==> src/rtl/riscv_pkg.sv <==
// Shared core types: word/byte-enable typedefs and the memory arbiter state encoding.
package riscv_pkg;

    typedef logic [31:0] word_t;
    typedef logic [3:0]  be_t;

    typedef enum logic [1:0] {
        IDLE,
        IMEM,
        DMEM
    } arb_state_t;

    localparam be_t BE_WORD = 4'hF;

    // A full-word access must be word aligned; partial byte-enable accesses may sit anywhere.
    function automatic logic is_misaligned(input logic [1:0] addr_lsb, input be_t be);
        return (addr_lsb != 2'b00) && (be == BE_WORD);
    endfunction

endpackage

==> src/rtl/bus_timeout.sv <==
// Bus acknowledge watchdog: counts stalled request cycles and flags expiry; TIMEOUT=0 disables it.
module bus_timeout #(
    parameter int TIMEOUT = 16
) (
    input  logic clk,
    input  logic reset,
    input  logic load,
    input  logic count_en,
    output logic expired
);

    localparam int W = (TIMEOUT > 1) ? $clog2(TIMEOUT) : 1;

    logic [W-1:0] cnt;

    // Expiry is flagged in the cycle whose stall would bring the count to TIMEOUT.
    assign expired = (TIMEOUT != 0) && count_en && (cnt == W'(TIMEOUT - 1));

    always_ff @(posedge clk) begin
        if (reset || load) begin
            cnt <= '0;
        end else if (count_en) begin
            cnt <= cnt + W'(1);
        end
    end

endmodule

==> src/rtl/mem_arbiter.sv <==
// Instruction/data port arbiter onto one shared bus, one transaction outstanding at a time.
// Define ARB_ROUND_ROBIN_EN to break simultaneous requests by last owner instead of fixed dmem priority.
module mem_arbiter
    import riscv_pkg::*;
#(
    parameter int TIMEOUT = 16
) (
    input  logic  clk,
    input  logic  reset,
    input  logic  imem_req,
    input  word_t imem_addr,
    output logic  imem_gnt,
    output logic  imem_rvalid,
    output logic  imem_error,
    output word_t imem_rdata,
    input  logic  dmem_req,
    input  logic  dmem_we,
    input  be_t   dmem_be,
    input  word_t dmem_addr,
    input  word_t dmem_wdata,
    output logic  dmem_gnt,
    output logic  dmem_rvalid,
    output logic  dmem_error,
    output word_t dmem_rdata,
    output logic  bus_req,
    output logic  bus_we,
    output be_t   bus_be,
    output word_t bus_addr,
    output word_t bus_wdata,
    input  logic  bus_ack,
    input  logic  bus_err,
    input  word_t bus_rdata
);

    arb_state_t state, state_next;
    logic       i_mis, d_mis, expired, done, tie_to_dmem;

    assign i_mis = is_misaligned(imem_addr[1:0], BE_WORD);
    assign d_mis = is_misaligned(dmem_addr[1:0], dmem_be);

`ifdef ARB_ROUND_ROBIN_EN
    logic last_dmem;
    assign tie_to_dmem = !last_dmem;

    always_ff @(posedge clk) begin
        if (reset) begin
            last_dmem <= 1'b0;
        end else if (imem_gnt || dmem_gnt) begin
            last_dmem <= dmem_gnt;
        end
    end
`else
    assign tie_to_dmem = 1'b1;
`endif

    // Misaligned accesses are granted but never leave IDLE; their error response is produced directly.
    always_comb begin
        state_next = state;
        imem_gnt   = 1'b0;
        dmem_gnt   = 1'b0;
        done       = 1'b0;
        case (state)
            IDLE: begin
                if (dmem_req && (!imem_req || tie_to_dmem)) begin
                    dmem_gnt = 1'b1;
                    if (!d_mis) state_next = DMEM;
                end else if (imem_req) begin
                    imem_gnt = 1'b1;
                    if (!i_mis) state_next = IMEM;
                end
            end
            IMEM, DMEM: begin
                if (bus_ack || expired) begin
                    done       = 1'b1;
                    state_next = IDLE;
                end
            end
            default: state_next = IDLE;
        endcase
    end

    always_ff @(posedge clk) begin
        if (reset) state <= IDLE;
        else       state <= state_next;
    end

    bus_timeout #(
        .TIMEOUT(TIMEOUT)
    ) u_timeout (
        .clk     (clk),
        .reset   (reset),
        .load    (imem_gnt || dmem_gnt),
        .count_en(bus_req && !bus_ack),
        .expired (expired)
    );

    always_ff @(posedge clk) begin
        if (reset) begin
            bus_req     <= 1'b0;
            bus_we      <= 1'b0;
            bus_be      <= '0;
            bus_addr    <= '0;
            bus_wdata   <= '0;
            imem_rvalid <= 1'b0;
            imem_error  <= 1'b0;
            imem_rdata  <= '0;
            dmem_rvalid <= 1'b0;
            dmem_error  <= 1'b0;
            dmem_rdata  <= '0;
        end else begin
            imem_rvalid <= 1'b0;
            imem_error  <= 1'b0;
            dmem_rvalid <= 1'b0;
            dmem_error  <= 1'b0;
            if (dmem_gnt) begin
                if (d_mis) begin
                    dmem_rvalid <= 1'b1;
                    dmem_error  <= 1'b1;
                    dmem_rdata  <= '0;
                end else begin
                    bus_req   <= 1'b1;
                    bus_we    <= dmem_we;
                    bus_be    <= dmem_be;
                    bus_addr  <= dmem_addr;
                    bus_wdata <= dmem_wdata;
                end
            end else if (imem_gnt) begin
                if (i_mis) begin
                    imem_rvalid <= 1'b1;
                    imem_error  <= 1'b1;
                    imem_rdata  <= '0;
                end else begin
                    bus_req   <= 1'b1;
                    bus_we    <= 1'b0;
                    bus_be    <= BE_WORD;
                    bus_addr  <= imem_addr;
                    bus_wdata <= '0;
                end
            end
            // An ack in the expiry cycle still wins and returns the bus's own data and error.
            if (done) begin
                bus_req <= 1'b0;
                if (state == IMEM) begin
                    imem_rvalid <= 1'b1;
                    imem_error  <= bus_ack ? bus_err : 1'b1;
                    imem_rdata  <= bus_ack ? bus_rdata : '0;
                end else begin
                    dmem_rvalid <= 1'b1;
                    dmem_error  <= bus_ack ? bus_err : 1'b1;
                    dmem_rdata  <= bus_ack ? bus_rdata : '0;
                end
            end
        end
    end

endmodule

==> config.mk <==
export PLATFORM = sky130hd
export DESIGN_NAME = mem_arbiter
export DESIGN_NICKNAME = d
export VERILOG_FILES = /design/src/rtl/riscv_pkg.sv /design/src/rtl/bus_timeout.sv /design/src/rtl/mem_arbiter.sv
export SDC_FILE = /design/constraint.sdc
export NUM_CORES = 1
export LEC_CHECK = 0
export CAP_MARGIN = 30
export CORE_ASPECT_RATIO = 0.8
export CORE_MARGIN = 5
export CORE_UTILIZATION = 36
export CTS_BUF_LIST = sky130_fd_sc_hd__clkbuf_16
export CTS_CLUSTER_SIZE = 28
export DETAILED_ROUTE_END_ITERATION = 8
export PLACE_DENSITY = 0.74
export SETUP_SLACK_MARGIN = 0.05
export SYNTH_ARGS = -nofsm -noshare
export SYNTH_HDL_FRONTEND = slang
export SYNTH_SLANG_ARGS = --single-unit
==> constraint.sdc <==
create_clock -name clk -period 2.15 [get_ports clk]
set_input_delay 0.43 -clock clk [delete_from_list [all_inputs] [get_ports clk]]
set_output_delay 0.43 -clock clk [all_outputs]
set_load 0.02 [all_outputs]
==> implementation parameters <==
Parameter                              Value

Die
  Starting density of the core    0.365
  Die area    roughly 18000 µm²
  Chip Width    roughly 150 µm
  Core Region    roughly 15000 µm²
  Die outline height    roughly 120 µm
  Cell row count    40
  I/O pins    between 200 and 300

Placed design
  Weighted congestion reported at the end of routability-driven placement    between 0.8 and 0.9
  Port Buffers    approximately 280
  Total placed instance area    8590 µm²
  Placed wire-length estimate after detailed placement    12.8 mm

Route
  Average wire per standard cell    17.0 µm
  Vias after detailed routing    5447
  Total routed wirelength    about 18 mm
  First-pass DRT Iterations    4
  Mean number of vias per cell    about 5
  Post-detailed-route DRC marker count    0
  Antenna Nets Post-Route    0
  DR iter-0 viols    approximately 240

Final layout
  Fillcell total    1281
  Fin nets    1000
  Antenna diode instance count    0
  Share of post-route cells with drive strength above 1    0.0953
  Growth of design area from synthesis to finish    69.1%
  Post-route standard cell area excluding fillers    about 9200 µm²

Critical path
  Worst reg2reg path startpoint    state[0]
  Capturing element type of the critical path    output pin
  Maximum fanout along the worst path    6
  CP Class    reg -> out
  Data arrival time of the critical path    between 1500 and 2000 ps
  Element type at the critical path start    flop
  Source of the critical timing path    state[0]
  Required time at the endpoint of the critical path    approximately 1700 ps

Pwr
  Comb power frac    0.191
  Reported leakage power    ~3.7 nW
  Net load switching power    ~1.9 mW
  Clock Power Share    0.412
  Internal power    between 5 and 6 mW
  Switching fraction of total power    0.265
  Total power draw    7.34 mW
  Worst IR Drop VDD    544 µV
  Areal power density over the cells    ~800 nW/µm²
  Sequential share of power    0.397

Synth
  Mapped Area    ~5400 µm²
  Total number of yosys warnings    0
  Unique cell type count in the Yosys netlist    42
  Yosys reg bits    approximately 140
  Cell type with the highest aggregate area in the netlist    sky130_fd_sc_hd__dfxtp_1
  Sequential element share of the synthesized area    0.530
  Cell count after synthesis    583
  Number of nets produced by synthesis    approximately 730
  Most instantiated flip-flop cell in the synthesis netlist    sky130_fd_sc_hd__dfxtp_1
  Share of flip-flops with an asynchronous set or reset after synthesis    0
  Main area contributors after synthesis    sky130_fd_sc_hd__dfxtp_1 53%, sky130_fd_sc_hd__nand2_1 6.9%, sky130_fd_sc_hd__a41o_1 5.9%, sky130_fd_sc_hd__a22o_1 5.3%, sky130_fd_sc_hd__a311oi_1 5.2%
  Top cell type's share of synthesized area    0.530
  Average footprint of a synthesized cell    about 9.3 µm²
  Count of flip-flops with a built-in enable after synthesis    0

Global routing
  First-pass GRT wire length    around 28 mm
  GRT Residual Overflow    0
  Initial antenna violation count    0
  Total Routing Usage GR    0.197
  Vias in the first global route    5250
  Largest net degree at the start of global routing    67

Hold path
  Path category of the worst min-delay check    in -> reg
  Critical hold path startpoint    reset

Clock network
  Total CTS buffers    17
  Clock tree from TritonCTS    built
  Clock root cell    sky130_fd_sc_hd__clkbuf_16
  # clock sinks    between 100 and 150
  Number of H-tree levels    4
  Bufs on Longest Clock Path    2
  Clock-pin slew on the worst setup and hold paths    ~60 ps
  Buffers inserted during post-CTS setup optimization    0
  Clk Latency, worst-skew pair    around 420 ps

Timing
  Final Cycle Share    0.935
  Clock skew    between 10 and 15 ps
  Shortest clock period the worst path allows after layout    a little over 2000 ps
  Slew margin rel.    0.715
  Transition time at the pin with the least slew margin    ~430 ps
  Setup violation total in the final timing report    0
  Unrepaired setup endpoints after global routing    no
  Max-slew violation count    0
  Highest clock rate    0.497 GHz
  Hold violation total from the final report    0

Flow run
  Max-capacitance violation count    0

Outcome
  Run status    complete, no violations
## critical path, cell delays in order, from the launching register on
cell and delay (ps):
sky130_fd_sc_hd__dfxtp_1 310, sky130_fd_sc_hd__inv_1 90, sky130_fd_sc_hd__ha_2 250, sky130_fd_sc_hd__and3b_1 200, sky130_fd_sc_hd__clkdlybuf4s15_1 310
## registers in the layout (all words and copies together), names as in the netlist, 2 cells and up
register       count
bus_addr          32
imem_rdata        32
bus_wdata         32
bus_be             4
state              2
u_timeout.cnt      4
dmem_rdata        32
## cells by family after synthesis
group / share of synthesized area
AND/OR/NAND/NOR: 0.147
AO/OA/AOI/OAI: 0.256
flip-flops: 0.530
buffers and inverters: 0.0545
XOR/XNOR: 0.00483
adder cells (fa/ha/maj): 0.00690
multiplexers: 0.00184
## final timing paths
| kind | depth (start not counted) | slack, ps | endpoint |
|---|---|---|---|
| worst min-delay path | 2 | 460 | dmem_rvalid |
| worst max-delay path | 4 | 140 | imem_gnt |
| worst max register to register | 6 | 410 | state[0] |
| worst min register to register | 1 | 470 | bus_wdata[26] |
## area by class of cell
class                      instances  area (µm²)  area share
multi-input combinational        376        2290       0.249
tap                              189         236      0.0257
inverter                           7        26.3     0.00286
sequential                       144        2880       0.313
timing repair buffer             312        3160       0.343
clock buffer                      17         425      0.0462
clock inverter                    15         183      0.0199
## cells in the mapped netlist (2+ instances only)
cell	instances
sky130_fd_sc_hd__dfxtp_1	144
sky130_fd_sc_hd__nand2_1	100
sky130_fd_sc_hd__nor2_1	38
sky130_fd_sc_hd__a21oi_1	36
sky130_fd_sc_hd__nand3_1	34
sky130_fd_sc_hd__a22o_1	33
sky130_fd_sc_hd__o21ai_0	33
sky130_fd_sc_hd__a311oi_1	32
sky130_fd_sc_hd__a41o_1	32
sky130_fd_sc_hd__clkbuf_1	28
sky130_fd_sc_hd__buf_2	24
sky130_fd_sc_hd__inv_1	6
sky130_fd_sc_hd__buf_6	4
sky130_fd_sc_hd__o221a_2	4
sky130_fd_sc_hd__ha_1	3
sky130_fd_sc_hd__nor2b_1	3
sky130_fd_sc_hd__a211oi_2	2
sky130_fd_sc_hd__nand4_1	2
sky130_fd_sc_hd__xor2_1	2
## placed cells by master (no fill, tap or decap), types with 3 or more instances in the layout
| cell | instances |
|---|---|
| sky130_fd_sc_hd__clkdlybuf4s50_1 | 275 |
| sky130_fd_sc_hd__dfxtp_1 | 144 |
| sky130_fd_sc_hd__nand2_1 | 100 |
| sky130_fd_sc_hd__nor2_1 | 38 |
| sky130_fd_sc_hd__a21oi_1 | 36 |
| sky130_fd_sc_hd__a22o_1 | 33 |
| sky130_fd_sc_hd__nand3_1 | 33 |
| sky130_fd_sc_hd__o21ai_0 | 33 |
| sky130_fd_sc_hd__a311oi_1 | 32 |
| sky130_fd_sc_hd__a41o_1 | 32 |
| sky130_fd_sc_hd__buf_4 | 24 |
| sky130_fd_sc_hd__clkbuf_16 | 17 |
| sky130_fd_sc_hd__buf_12 | 10 |
| sky130_fd_sc_hd__inv_1 | 6 |
| sky130_fd_sc_hd__o221a_2 | 4 |
| sky130_fd_sc_hd__inv_6 | 4 |
| sky130_fd_sc_hd__bufinv_16 | 3 |
## through the flow
step	instances	setup TNS, ps	setup WS, ps	hold slack (ps)	util
global placement	1028	-266	-83.9	453	0.576
finish	1060	0	139	463	0.617
floorplan	583	0	498	450	-
detailed placement	1028	-620	-76.1	456	0.576
CTS	1060	0	40.2	450	0.617
global route	1060	0	50.1	474	0.617
## power groups by stage
stage                     combinational [mW]  clock, mW  sequential, mW
after floorplan                        0.458          0            3.15
after global placement                  1.41          0            2.97
after detailed placement                1.41          0            2.97
after CTS                               1.42       3.09            2.91
after global routing                    1.51       3.21            2.93
final                                   1.40       3.02            2.91
## what timing repair did
action | CTS | global route
endpoints found under the setup margin | 2 | 2
hold buffers | 0 | 0
gates resized for setup | 4 | 2
cloned | 0 | 0
## layer usage
metal,global-route usage,vias up,wire [µm]
met3,0.0736,20,1510
li1,-,2688,-
met5,0,-,0
met1,0.241,2548,7730
met2,0.324,191,8450
met4,0.0611,0,304
Note: power is estimated with default switching activity, not from simulation.
